`src/rtl/pipelined_adder_if.sv`:
```
// pipelined_adder_if: operand/result handshake bundle for pipelined_adder.
// Ports (signals): in_valid/in_ready/a/b/sub upstream, out_valid/out_ready/sum/cout/ovf downstream.
interface pipelined_adder_if #(
    parameter int WIDTH = 16
);
    logic             in_valid;
    logic             in_ready;
    logic [WIDTH-1:0] a;
    logic [WIDTH-1:0] b;
    logic             sub;
    logic             out_valid;
    logic             out_ready;
    logic [WIDTH-1:0] sum;
    logic             cout;
    logic             ovf;

    modport master (
        output in_valid, a, b, sub, out_ready,
        input  in_ready, out_valid, sum, cout, ovf
    );

    modport slave (
        input  in_valid, a, b, sub, out_ready,
        output in_ready, out_valid, sum, cout, ovf
    );
endinterface

```
`src/rtl/pipelined_adder.sv`:
```
// pipelined_adder: STAGES-deep sliced add/subtract with registered inter-slice carry.
// Ports: clk, rst (sync, active-high), bus (pipelined_adder_if.slave: operands in, sum/cout/ovf out).
module pipelined_adder #(
    parameter int WIDTH  = 16,
    parameter int STAGES = 4
) (
    input logic              clk,
    input logic              rst,
    pipelined_adder_if.slave bus
);
    localparam int W = WIDTH / STAGES;

    if (WIDTH < 1 || STAGES < 1 || STAGES > WIDTH || (WIDTH % STAGES) != 0) begin : g_bad_params
        $error("pipelined_adder: invalid WIDTH/STAGES combination");
    end

    // Per-stage registers: skewed operands, de-skewed partial sum, carry, valid.
    logic [WIDTH-1:0] r_a [STAGES];
    logic [WIDTH-1:0] r_b [STAGES];
    logic [WIDTH-1:0] r_s [STAGES];
    logic             r_c [STAGES];
    logic             r_v [STAGES];
    logic             r_ovf;

    logic [WIDTH-1:0] w_a  [STAGES];
    logic [WIDTH-1:0] w_b  [STAGES];
    logic [WIDTH-1:0] w_s  [STAGES];
    logic             w_ci [STAGES];
    logic             w_v  [STAGES];
    logic [W:0]       w_sl [STAGES];
    logic             w_ovf;
    logic             w_stall;

    assign w_stall       = r_v[STAGES-1] & ~bus.out_ready;
    assign bus.in_ready  = ~w_stall;
    assign bus.out_valid = r_v[STAGES-1];
    assign bus.sum       = r_s[STAGES-1];
    assign bus.cout      = r_c[STAGES-1];
    assign bus.ovf       = r_ovf;

    always_comb begin
        w_a  = '{default: '0};
        w_b  = '{default: '0};
        w_s  = '{default: '0};
        w_ci = '{default: 1'b0};
        w_v  = '{default: 1'b0};
        w_sl = '{default: '0};

        // Stage 0 takes operands straight from the bus; B is inverted
        // and sub is the carry-in, giving A + ~B + 1 for subtract.
        w_a[0]  = bus.a;
        w_b[0]  = bus.b ^ {WIDTH{bus.sub}};
        w_ci[0] = bus.sub;
        w_v[0]  = bus.in_valid;
        w_s[0]  = '0;

        for (int k = 1; k < STAGES; k++) begin
            w_a[k]  = r_a[k-1];
            w_b[k]  = r_b[k-1];
            w_ci[k] = r_c[k-1];
            w_v[k]  = r_v[k-1];
            w_s[k]  = r_s[k-1];
        end

        for (int k = 0; k < STAGES; k++) begin
            w_sl[k] = {1'b0, w_a[k][k*W +: W]}
                    + {1'b0, w_b[k][k*W +: W]}
                    + {{W{1'b0}}, w_ci[k]};
            w_s[k][k*W +: W] = w_sl[k][W-1:0];
        end

        // Carry into the MSB is recovered as a^b^s at that bit.
        w_ovf = w_a[STAGES-1][WIDTH-1] ^ w_b[STAGES-1][WIDTH-1]
              ^ w_s[STAGES-1][WIDTH-1] ^ w_sl[STAGES-1][W];
    end

    always_ff @(posedge clk) begin
        if (rst) begin
            r_a   <= '{default: '0};
            r_b   <= '{default: '0};
            r_s   <= '{default: '0};
            r_c   <= '{default: 1'b0};
            r_v   <= '{default: 1'b0};
            r_ovf <= 1'b0;
        end else if (!w_stall) begin
            r_a   <= w_a;
            r_b   <= w_b;
            r_s   <= w_s;
            r_v   <= w_v;
            r_ovf <= w_ovf;
            for (int k = 0; k < STAGES; k++) begin
                r_c[k] <= w_sl[k][W];
            end
        end
    end
endmodule
```
`src/flat_wrapper.sv`:
```
// flat-port wrapper written by rule: the top's interface ports become plain ports
module pipelined_adder_flat 
#(
    parameter int WIDTH  = 16,
    parameter int STAGES = 4
)
  (clk, rst, bus_in_valid, bus_a, bus_b, bus_sub, bus_out_ready, bus_in_ready, bus_out_valid, bus_sum, bus_cout, bus_ovf);
  pipelined_adder_if #(.WIDTH(WIDTH)) bus_i ();
  input logic clk;
  input logic rst;
  input wire logic [$bits(bus_i.in_valid)-1:0] bus_in_valid;
  input wire logic [$bits(bus_i.a)-1:0] bus_a;
  input wire logic [$bits(bus_i.b)-1:0] bus_b;
  input wire logic [$bits(bus_i.sub)-1:0] bus_sub;
  input wire logic [$bits(bus_i.out_ready)-1:0] bus_out_ready;
  output wire logic [$bits(bus_i.in_ready)-1:0] bus_in_ready;
  output wire logic [$bits(bus_i.out_valid)-1:0] bus_out_valid;
  output wire logic [$bits(bus_i.sum)-1:0] bus_sum;
  output wire logic [$bits(bus_i.cout)-1:0] bus_cout;
  output wire logic [$bits(bus_i.ovf)-1:0] bus_ovf;
  assign bus_i.in_valid = bus_in_valid;
  assign bus_i.a = bus_a;
  assign bus_i.b = bus_b;
  assign bus_i.sub = bus_sub;
  assign bus_i.out_ready = bus_out_ready;
  assign bus_in_ready = bus_i.in_ready;
  assign bus_out_valid = bus_i.out_valid;
  assign bus_sum = bus_i.sum;
  assign bus_cout = bus_i.cout;
  assign bus_ovf = bus_i.ovf;
  pipelined_adder #(.WIDTH(WIDTH), .STAGES(STAGES)) u_core (.clk(clk), .rst(rst), .bus(bus_i));
endmodule
```
`config.mk`:
```
export PLATFORM = sky130hd
export DESIGN_NAME = pipelined_adder_flat
export DESIGN_NICKNAME = d
export VERILOG_FILES = /design/src/rtl/pipelined_adder_if.sv /design/src/rtl/pipelined_adder.sv /design/src/flat_wrapper.sv
export SDC_FILE = /design/constraint.sdc
export NUM_CORES = 1
export LEC_CHECK = 0
export ABC_AREA = 1
export CAP_MARGIN = 10
export CELL_PAD_IN_SITES_DETAIL_PLACEMENT = 1
export CELL_PAD_IN_SITES_GLOBAL_PLACEMENT = 2
export CORE_ASPECT_RATIO = 0.8
export CORE_MARGIN = 2
export CORE_UTILIZATION = 34
export DETAILED_ROUTE_END_ITERATION = 12
export MAX_ROUTING_LAYER = met4
export PLACE_DENSITY_LB_ADDON = 0.1
export SLEW_MARGIN = 20
export SYNTH_ARGS = -nofsm -noshare
export SYNTH_HDL_FRONTEND = slang
export SYNTH_SLANG_ARGS = --single-unit
```
`constraint.sdc`:
```
create_clock -name clk -period 4.4 [get_ports clk]
set_clock_uncertainty 0.2 [all_clocks]
set_input_delay 0.88 -clock clk [delete_from_list [all_inputs] [get_ports clk]]
set_output_delay 0.88 -clock clk [all_outputs]
set_load 0.005 [all_outputs]
```
==> flow_summary.json <==
{
  "hold_slack_ns": 0.2735,
  "synth_top_cell_by_area": "dfxtp_1",
  "leakage_nw": 2.228,
  "drv_slew": 0,
  "gp_congestion": 0.7012,
  "rsz0062_at_grt": "false",
  "antenna_found_initial": 0,
  "postPlaceCellArea_um2": 4644,
  "grt_overflow": 0,
  "p_per_area_nw_per_um2": 383.7,
  "ys_top_cells_by_area": "dfxtp_1, nor2_1, o21ai_0, buf_4, a21oi_1",
  "status": "complete, no violations",
  "fin_setup_tns_ns": 0,
  "tightestPinTransition_ns": 0.8171,
  "clk_latency_ns": 0.34,
  "worstPathRequired_ns": 3.32,
  "drtIter0Drc": 149,
  "area_growth_pct": 17.77,
  "critPathCaptureType": "output pin",
  "syn_area_per_cell_um2": 8.036,
  "via_per_inst": 4.616,
  "fp-row-count": 36,
  "synth.most_common_cell": "nor2_1",
  "drc_errors": 0,
  "startpoint_type": "input pin",
  "clock.fmax_mhz": 321.2,
  "vias": 3199,
  "ys_ff_latch": 97,
  "nFillCells": 1466,
  "cts_tree": "built",
  "ys_warn_count": 0,
  "dieArea_um2": 13100,
  "timing_hold_violations_final": 0,
  "syn-num-nets": 572,
  "cts.htree.levels": 3,
  "maxSlewHeadroom_pct": 45.53,
  "clockBufferDepth": 2,
  "yosysSeqAreaShare_pct": 46.83,
  "synth_cell_types": 21,
  "critical_path_class": "input pin to output pin",
  "drv_cap": 0,
  "async_flop_share_pct": 0,
  "yosysTopAreaCellShare_pct": 46.83,
  "initial_utilization_pct": 34.48,
  "vdd_drop_max_mv": 0.1770,
  "grt_max_degree": 86,
  "timing.final.crit_share_pct": 70.75,
  "setup_viol": 0,
  "drive_above_1_share_pct": 3.512,
  "holdPathStages": 2,
  "grt_pass1_vias": 3216,
  "hp-class": "flop to flop",
  "syn_area_um2": 4146,
  "wl_per_cell_um": 12.80,
  "grt_usage_pct": 14.96,
  "die_width_um": 127.5,
  "total_power_mw": 1.874,
  "ys.flop_type": "dfxtp_1",
  "worstPathArrival_ns": 2.03,
  "worstRegToRegCells": 8,
  "wl_mm": 8.870,
  "cts_resized": 0,
  "cts_buffers": 9,
  "synth-edff-count": 0,
  "antenna_cells": 0,
  "first_pass_iters": 3,
  "postCtsSetupBuffers": 0,
  "syn_inst": 516,
  "numPortBuffers": 56,
  "fp.coreArea_um2": 12030,
  "ios": 57,
  "cts-root-buf": "clkbuf_16",
  "grt_pass1_wl_mm": 15.12,
  "final_design_area_no_fill_um2": 4883,
  "antenna_left": 0,
  "clock_sinks": 97,
  "dp_hpwl_mm": 5.823,
  "cp_max_fo": 2,
  "die_h_um": 102.8,
  "ys_top_cells_by_count": "nor2_1, dfxtp_1, o21ai_0, a21oi_1, nand2_1",
  "holdBufCountCts": 0,
  "clk_pin_slew_ns": 0.06,
  "finalCriticalPeriod_ns": 3.113,
  "nNetsFinal": 596
}
-- path summary, 6_finish.rpt --
check	start	end	slack, ns
worst max-delay path	bus_out_ready	bus_in_ready	1.29
worst min-delay path	u_core.r_v[1]	u_core.bus.out_valid	0.27
worst max register to register	u_core.bus.out_valid	u_core.r_s[27]	2.28
worst min register to register	u_core.r_v[1]	u_core.bus.out_valid	0.27
-- layer usage --
metal	share of wire (%)	global-route usage, %	up-vias
met1	53	19.69	1448
li1	-	-	1694
met5	0	-	-
met4	1.4	5.579	0
met3	3.5	3.373	12
met2	42	22.67	45
-- area by class of cell --
| cell class | instances | area [um2] | area share, % |
|---|---|---|---|
| flip-flops and latches | 97 | 1942 | 39.76 |
| multi-input cells | 347 | 1810 | 37.07 |
| repair buffers | 61 | 610.6 | 12.50 |
| clock buffers | 10 | 229.0 | 4.689 |
| well taps | 152 | 190.2 | 3.894 |
| inverters | 24 | 91.34 | 1.870 |
| clock inverters | 2 | 10.01 | 0.2050 |
-- where the power goes --
group,switching [mW],internal (mW)
combinational,0.109,0.112
sequential,0.0352,0.946
clock,0.304,0.368
-- sequential cells by signal (all words and copies together), names as in the netlist --
register	flops
u_core.bus.ovf	1
u_core.bus.sum	16
u_core.bus.out_valid	1
u_core.r_v	3
u_core.r_b	24
u_core.r_s	24
u_core.r_c	3
u_core.bus.cout	1
u_core.r_a	24
-- through the flow --
stage / worst slack [ns] / util [%] / instances
detailed placement: 1.229 / 38.62 / 681
global placement: 1.283 / 38.62 / 681
finish: 1.287 / 40.61 / 693
global route: 1.233 / 40.61 / 693
CTS: 1.276 / 40.61 / 693
floorplan: 1.973 / - / 516
-- logic make-up (layout without fill, tap and decap cells) --
kind of cell | Yosys count | after routing | share of synthesized area, %
simple gates | 180 | 180 | 16.81
compound gates | 128 | 128 | 15.63
flops | 97 | 97 | 46.83
buf+inv | 72 | 97 | 9.505
xor+xnor | 20 | 20 | 4.224
fa+ha+maj | 19 | 19 | 7.000
-- layout by cell type (no fill, tap or decap), types with 2 or more instances in the layout --
cell / count
dfxtp_1: 97
ha_1: 12
o21bai_1: 2
inv_1: 22
xor2_1: 4
nand3_1: 11
buf_4: 4
a21oi_1: 31
o21ai_0: 83
nor2_1: 143
clkbuf_16: 9
o21ai_1: 11
clkinv_2: 3
clkdlybuf4s50_1: 56
fa_1: 7
nand2_1: 25
xnor2_1: 16
-- worst max-delay path, stage by stage --
cell	delay [ns]
clkdlybuf4s50_1	0.52
nor2_4	0.06
clkinv_2	0.04
clkdlybuf4s50_1	0.53
No activity file was read; power rests on OpenSTA's default activity.
